## src/rtl/dragon_head_ctrl.sv

```systemverilog
// Dragon head controller: chases the player one tile per MOVE_PERIOD frames, owns the
// dragon length and turns heal/hit requests into single-clock grow/shrink codes.
module dragon_head_ctrl #(
  parameter int         MOVE_PERIOD = 20,
  parameter int         INIT_LEN    = 3,
  parameter logic [3:0] START_X     = 4'd0,
  parameter logic [3:0] START_Y     = 4'd0,
  parameter logic [1:0] START_DIR   = 2'b01
) (
  input  logic       clk,
  input  logic       reset,
  input  logic       vsync,
  input  logic       enable,
  input  logic [7:0] player_pos,
  input  logic       heal_req,
  input  logic       hit_req,
  output logic [9:0] OrienAndPositon,
  output logic [5:0] movement_counter,
  output logic [1:0] States,
  output logic [2:0] dragon_len,
  output logic       dead
);

  typedef enum logic [1:0] {ST_GROW, ST_RUN, ST_DEAD} fsm_t;

  localparam logic [1:0] C_MOVE   = 2'b00;
  localparam logic [1:0] C_HEAL   = 2'b01;
  localparam logic [1:0] C_HIT    = 2'b10;
  localparam logic [1:0] C_IDLE   = 2'b11;
  localparam logic [5:0] CNT_LAST = 6'(MOVE_PERIOD - 1);
  localparam logic [2:0] LEN_INIT = 3'(INIT_LEN);
  localparam logic [2:0] LEN_MAX  = 3'd7;

  fsm_t       fsm_q;
  logic       vs_s1_q, vs_s2_q, vs_s3_q;
  logic [1:0] dir_q, dir_d;
  logic [3:0] hx_q, hx_d, hy_q, hy_d;
  logic [5:0] cnt_q;
  logic [1:0] code_q, code_d;
  logic [2:0] len_q, len_d;
  logic       dead_q;
  logic       pend_heal_q, pend_hit_q;
  logic       clr_heal, clr_hit;
  logic       tick, step_now;

  logic signed [4:0] dx_s, dy_s;
  logic [3:0]        adx, ady;

  function automatic logic [2:0] len_inc(input logic [2:0] v);
    return (v == LEN_MAX) ? LEN_MAX : v + 3'd1;
  endfunction

  function automatic logic [2:0] len_dec(input logic [2:0] v);
    return (v == 3'd0) ? 3'd0 : v - 3'd1;
  endfunction

  function automatic logic [3:0] mag4(input logic signed [4:0] v);
    return (v < 0) ? 4'(-v) : 4'(v);
  endfunction

  assign tick     = vs_s2_q & ~vs_s3_q;
  assign step_now = tick & enable & (cnt_q == CNT_LAST);

  assign dx_s = $signed({1'b0, player_pos[7:4]}) - $signed({1'b0, hx_q});
  assign dy_s = $signed({1'b0, player_pos[3:0]}) - $signed({1'b0, hy_q});
  assign adx  = mag4(dx_s);
  assign ady  = mag4(dy_s);

  // Chase step: the larger axis distance wins, ties go to X; on target nothing moves.
  always_comb begin
    dir_d = dir_q;
    hx_d  = hx_q;
    hy_d  = hy_q;
    if (adx >= ady && adx != 4'd0) begin
      if (dx_s > 0) begin
        hx_d  = hx_q + 4'd1;
        dir_d = 2'b01;
      end else begin
        hx_d  = hx_q - 4'd1;
        dir_d = 2'b11;
      end
    end else if (ady != 4'd0) begin
      if (dy_s > 0) begin
        hy_d  = hy_q + 4'd1;
        dir_d = 2'b10;
      end else begin
        hy_d  = hy_q - 4'd1;
        dir_d = 2'b00;
      end
    end
  end

  // One code per clock: hit beats heal beats move; a heal at full length is dropped silently.
  always_comb begin
    code_d   = C_IDLE;
    len_d    = len_q;
    clr_hit  = 1'b0;
    clr_heal = 1'b0;
    if (pend_hit_q) begin
      clr_hit = 1'b1;
      if (len_q != 3'd0) begin
        code_d = C_HIT;
        len_d  = len_dec(len_q);
      end
    end else if (pend_heal_q) begin
      clr_heal = 1'b1;
      if (len_q != LEN_MAX) begin
        code_d = C_HEAL;
        len_d  = len_inc(len_q);
      end
    end else if (step_now) begin
      code_d = C_MOVE;
    end
  end

  always_ff @(posedge clk or posedge reset) begin
    if (reset) begin
      fsm_q       <= ST_GROW;
      vs_s1_q     <= 1'b0;
      vs_s2_q     <= 1'b0;
      vs_s3_q     <= 1'b0;
      dir_q       <= START_DIR;
      hx_q        <= START_X;
      hy_q        <= START_Y;
      cnt_q       <= 6'd0;
      code_q      <= C_IDLE;
      len_q       <= 3'd0;
      dead_q      <= 1'b0;
      pend_heal_q <= 1'b0;
      pend_hit_q  <= 1'b0;
    end else begin
      vs_s1_q <= vsync;
      vs_s2_q <= vs_s1_q;
      vs_s3_q <= vs_s2_q;
      case (fsm_q)
        ST_GROW: begin
          pend_heal_q <= pend_heal_q | heal_req;
          pend_hit_q  <= pend_hit_q | hit_req;
          code_q      <= C_HEAL;
          len_q       <= len_inc(len_q);
          cnt_q       <= 6'd0;
          if (3'(len_q + 3'd1) == LEN_INIT) fsm_q <= ST_RUN;
        end
        ST_RUN: begin
          if (len_q == 3'd0) begin
            fsm_q       <= ST_DEAD;
            dead_q      <= 1'b1;
            code_q      <= C_IDLE;
            pend_heal_q <= 1'b0;
            pend_hit_q  <= 1'b0;
          end else begin
            code_q      <= code_d;
            len_q       <= len_d;
            pend_heal_q <= (pend_heal_q | heal_req) & ~clr_heal;
            pend_hit_q  <= (pend_hit_q | hit_req) & ~clr_hit;
            if (tick && enable) begin
              if (cnt_q == CNT_LAST) begin
                cnt_q <= 6'd0;
                dir_q <= dir_d;
                hx_q  <= hx_d;
                hy_q  <= hy_d;
              end else begin
                cnt_q <= cnt_q + 6'd1;
              end
            end
          end
        end
        default: begin
          code_q      <= C_IDLE;
          pend_heal_q <= 1'b0;
          pend_hit_q  <= 1'b0;
        end
      endcase
    end
  end

  assign OrienAndPositon  = {dir_q, hx_q, hy_q};
  assign movement_counter = cnt_q;
  assign States           = code_q;
  assign dragon_len       = len_q;
  assign dead             = dead_q;

endmodule
```

## config.mk

```make
export PLATFORM = sky130hd
export DESIGN_NAME = dragon_head_ctrl
export DESIGN_NICKNAME = d
export VERILOG_FILES = /design/src/rtl/dragon_head_ctrl.sv
export SDC_FILE = /design/constraint.sdc
export NUM_CORES = 1
export LEC_CHECK = 0
export CAP_MARGIN = 25
export CORE_ASPECT_RATIO = 1.75
export CORE_MARGIN = 2
export CORE_UTILIZATION = 40
export DETAILED_ROUTE_END_ITERATION = 8
export GPL_ROUTABILITY_DRIVEN = 0
export GPL_TIMING_DRIVEN = 1
export SLEW_MARGIN = 20
export SYNTH_ARGS = -nofsm -noshare
export SYNTH_HDL_FRONTEND = slang
export SYNTH_SLANG_ARGS = --single-unit
```

## constraint.sdc

```tcl
create_clock -name clk -period 3.95 [get_ports clk]
set_clock_uncertainty 0.1 [all_clocks]
set_input_delay 1.185 -clock clk [delete_from_list [all_inputs] [get_ports clk]]
set_output_delay 1.185 -clock clk [all_outputs]
set_load 0.01 [all_outputs]
```

### Word-level counts from Yosys, hierarchy flattened

Index checks and enable logic that the tools add are counted.

* $add $sub $neg: 11
* order comparisons: 5
* eq/ne operators: 12
* muxes and demuxes: 36
* bitwise gates (word level): 12
* reductions and logical operators: 16

Operators by type and width (count)
* $mux W2: 11
* $mux W3: 6
* $mux W6: 3
* $mux W4: 4
* $reduce_and A5 Y1: 3
* $ne A3 B3 Y1 const B: 4
* $pmux W6 S2: 1
* $gt A5 B1 Y1 const B: 2
* $lt A5 B1 Y1 const B: 2
* $sub A4 B4 Y5: 2
* $add A4 B1 Y4 const B: 2
* $ne A2 B2 Y1 const B: 4
* $neg A4 Y4: 2
* $pmux W2 S2: 2
* $reduce_bool A4 Y1: 2
* $sub A4 B1 Y4 const B: 2
* $add A6 B1 Y6 const B: 1
* $eq A6 B5 Y1 const B: 1
* $mux W1: 6
* $pmux W3 S2: 1
* $reduce_and A3 Y1: 2
* $reduce_and A6 Y1: 1
* $and A1 B1 Y1: 5
* $not A1 Y1: 5
* 14 further kinds: 18

* flip-flop bits (word level): 29
* input port bits: 14
* output and inout port bits: 22
* logic and storage cells: 105

### Longest topological paths before layout

* depth in word-level cells: 9
* depth in mapped cells: 14
* depth with buffers taken out: 14

### Worst setup path after synthesis

OpenSTA, ideal clock, no wires.

* path kind: in2reg
* start: input port player_pos[4]
* end: register hy_q[1]
* library setup time: 0.128 ns
* arrival time: 3.757 ns
* required time: 3.722 ns
* setup slack: -0.035 ns
* cell stages on the path: 12
* buffers on the path: 0
* path through: inv_1 ha_1 fa_1 nand2b_1 a21oi_1 a31oi_1 xor2_1 ha_1 a2111oi_0 a21oi_1 a21oi_2 mux2_1

* longest elaborated chain between the ends: 7
* elaborated cells on any way between the ends: 9
* those cells by class: 2 x add/sub; 2 x order compare; 1 x mux; 1 x bitwise; 3 x reduce/logical

Ends and longest elaborated chain
* start, declared: line 14 `input logic [7:0] player_pos,`
* $sub A4 B4 Y5 (*): line 64 `assign dx_s = $signed({1'b0, player_pos[7:4]}) - $signed({1'b0, hx_q});`
* $neg A4 Y4 / $lt A5 B1 Y1 (equally long branches): line 58 `return (v < 0) ? 4'(-v) : 4'(v);`
* $mux W4 (*): line 58
* $ge A4 B4 Y1 / $reduce_bool A4 Y1 (equally long branches): line 74 `if (adx >= ady && adx != 4'd0) begin`
* $logic_and A1 B1 Y1 (*): line 74
* $not A1 Y1 (no source line) (*)
* $reduce_and A6 Y1 (no source line) (*)
* end signal, assigned: line 161 `hy_q <= hy_d;`
* end, declared: line 37 `logic [3:0] hx_q, hx_d, hy_q, hy_d;`

Every way passes the cells marked *; elsewhere a longest branch is shown, timed or not.
A chain may end at the register's enable or synchronous reset.

### Worst setup path in the final report

* start: input port player_pos[5]
* end: register hy_q[1]

Same word-level chain as after synthesis.

==> metrics.yaml <==
synth_compound_area_share_pct: 17.3
fillers: 501
antenna_cells: 0
yosys.area_share.simple_pct: 18.0
cp_max_fo: 4
setup.worst_path.end_class: "register"
vias_per_cell: 5.06
rsz0062_at_grt: "no"
slew_headroom_pct: 55.8
tightest_slew_ns: 0.662
synth_xor_area_share_pct: 7.11
syn_area_per_cell_um2: 9.71
multi_input_area_mm2: 0.00163
synthDistinctLibCells: 50
start_util_pct: 40.6
setup_viol: 0
numCtsBuffers: 5
ys_ff_latch: 29
seqCellArea_um2: 729
irDropWorstVdd_mv: 0.362
dr.pass1.iters: 4
synth-seq-area-share_pct: 32.7
run_status: "finished, final reports clean"
io_pins: 36
grt_start_max_net_pins: 30
finalHoldViolations: 0
core-area_mm2: 0.00550
root_buffer: "clkbuf_8"
vias: 1942
synth_top_family_by_area: "simple AND/OR/NAND/NOR gates"
row_count: 36
ys.flop_type: "dfrtp_1"
die_h_um: 103
cts.clk_slew.worst_paths_ns: 0.06
drtAntennaViolNets: 0
synth-edff-count: 0
synth_nets: 273
synth_mux_area_share_pct: 3.64
dp_hpwl_mm: 4.02
synth_cells: 230
design_area_mm2: 0.00326
cts_buffer_depth: 2
synthAdderAreaFrac_pct: 17.6
drcViolationCount: 0
syn_area_mm2: 0.00223
worstPathArrival_ns: 3.92
yosysTopAreaCell: "dfrtp_1"
routedWlPerCell_um: 13.8
numPortBuffers: 35
worstSetupStartpointType: "input pin"
holdBufCountCts: 0
track_usage_pct: 17.9
fin_tns_setup_ns: 0
drv_cap: 0
htreeDepth: 2
wirelength_mm: 5.30
initialDrtViolationCount: 36
min_period_over_period_pct: 97.6
power_w: 0.00122
p_leak_nw: 1.49
crit_slowest_cell: "fa_2"
grt_overflow: 0
hold_class: "reg2reg"
crit_chain: "clkdlybuf4s50_1, inv_1, fa_2, ha_4, nor2_4, a21oi_2, ha_1, a2111oi_4, a21oi_4, a21oi_2, mux2_4"
grt_pass1_vias: 1942
clock-sinks: 29
powerDensity_mw_per_mm2: 375
area_growth_pct: 45.8
synth_top_area_share_pct: 29.1
synthArstFlopShare_pct: 100
fmax_mhz: 259
die_area_mm2: 0.00622
die_w_um: 60.5
yosysWarnings: 0
path_delay_family: "adder cells"
final_layout_size_suffix_gt1_share_pct: 30.8
critPathKind: "in2reg"
placed_cell_area_mm2: 0.00292
grt_pass1_wl_mm: 8.52
synth.top_cells.by_area: "dfrtp_1 (29%), ha_1 (14%), o21ai_0 (3.8%)"
crit_buf_inv: 2
cp_data_required_time_ns: 4.01
fin_nets: 351
critPathMostFrequentCell: "a21oi_2"
fin_hold_ws_ns: 0.249
dp_slack_ns: -0.568
min_period_ns: 3.86
drv_slew: 0
cts_tree: "built"
max_stage_delay_ns: 0.57
clk_latency_ns: 0.27
antenna_found_initial: 0
setup_slack_ns: 0.0946
==> registers in the layout, summed over array words and instances, names as in the netlist <==
signal            cells
vs_s1_q               1
dir_q                 2
vs_s2_q               1
hx_q                  4
dragon_len            3
movement_counter      6
fsm_q                 2
vs_s3_q               1
pend_hit_q            1
hy_q                  4
States                2
pend_heal_q           1
dead                  1
==> cells by family after synthesis <==
family          Yosys count
simple gates             70
compound gates           58
fa+ha+maj                29
xor+xnor                 15
buf+inv                  22
mux                       7
flops                    29
==> power breakdown <==
group	switching (W)	internal (W)
sequential	0.0000700	0.000362
clock	0.000106	0.000138
combinational	0.000274	0.000269
==> per-stage QoR <==
| step | instances | util (%) |
|---|---|---|
| 2_1_floorplan | 230 | - |
| 3_3_place_gp | 371 | 53.1 |
| 3_5_place_dp | 371 | 53.1 |
| 4_1_cts | 380 | 57.0 |
| 5_1_grt | 384 | 59.2 |
| 6_report | 384 | 59.2 |
==> final cells by class <==
cell class / count / share of cell area (%)
multi-input combinational: 179 / 49.9
sequential: 29 / 22.4
timing repair buffer: 74 / 19.9
tap: 76 / 2.92
clock buffer: 7 / 2.65
inverter: 19 / 2.19
==> timing repair <==
action	CTS	global route
endpoints found under the setup margin	9	9
buffers inserted	2	4
resized for setup	28	21
pin swaps	13	14
==> layer usage <==
| layer | share of wire (%) | global-route usage (%) |
|---|---|---|
| met1 | 40 | 20.5 |
| met2 | 57 | 33.6 |
| met4 | 0.49 | 5.69 |
| met3 | 2.4 | 2.01 |
| met5 | 0 | 0 |
==> worst register-to-register path, delay by kind of cell, from the launching register on <==
kind                     cells  cell delay, ns
multiplexers                 2            0.46
flip-flops                   1            0.45
AO/OA/AOI/OAI                3            0.66
adder cells (fa/ha/maj)      4            1.31
buffers and inverters        2            0.10
==> synthesized netlist by cell type (all sizes together), types with 2 or more instances <==
library cell / n
dfrtp: 26
ha: 25
inv: 19
o21ai: 19
nor2: 17
nand2: 15
a21oi: 14
a21o: 11
xnor2: 8
nand3: 6
nor2b: 6
nand2b: 5
xor2: 5
fa: 4
mux2i: 4
nor3: 4
clkbuf: 3
dfstp: 3
mux2: 3
or3: 3
a22oi: 2
and2: 2
and3: 2
and3b: 2
nand3b: 2
nor3b: 2
o21a: 2
o31ai: 2
xnor3: 2
==> path summary, 6_finish.rpt <==
kind | startpoint | cells after the start | slack, ns | to
setup / recovery | player_pos[5] | 11 | 0.09 | hy_q[1]
hold reg to reg | vs_s1_q | 0 | 0.25 | vs_s2_q
hold / removal | vs_s1_q | 0 | 0.25 | vs_s2_q
setup reg to reg | hy_q[0] | 11 | 0.75 | hy_q[1]
min in group asynchronous | reset | 3 | 1.18 | dragon_len[2]
max in group asynchronous | reset | 3 | 2.24 | States[1]
==> cell usage in the layout (no fill, tap or decap), types with 3 or more instances in the layout <==
cell              n
ha_2              4
a21oi_1           7
a21oi_2           5
nor2b_1           6
dfstp_2           3
o21ai_2           5
clkbuf_8          6
nand3_1           5
dfrtp_1          26
mux2i_1           4
mux2_4            3
ha_1             16
ha_4              5
a21o_1           10
clkdlybuf4s50_1  32
nand2_1          14
inv_1            17
xnor2_1           6
o21ai_0          13
xor2_1            5
buf_4            39
nand2b_1          3
nor2_1           15
nor3_1            4
(Power assumes the default switching activity.)
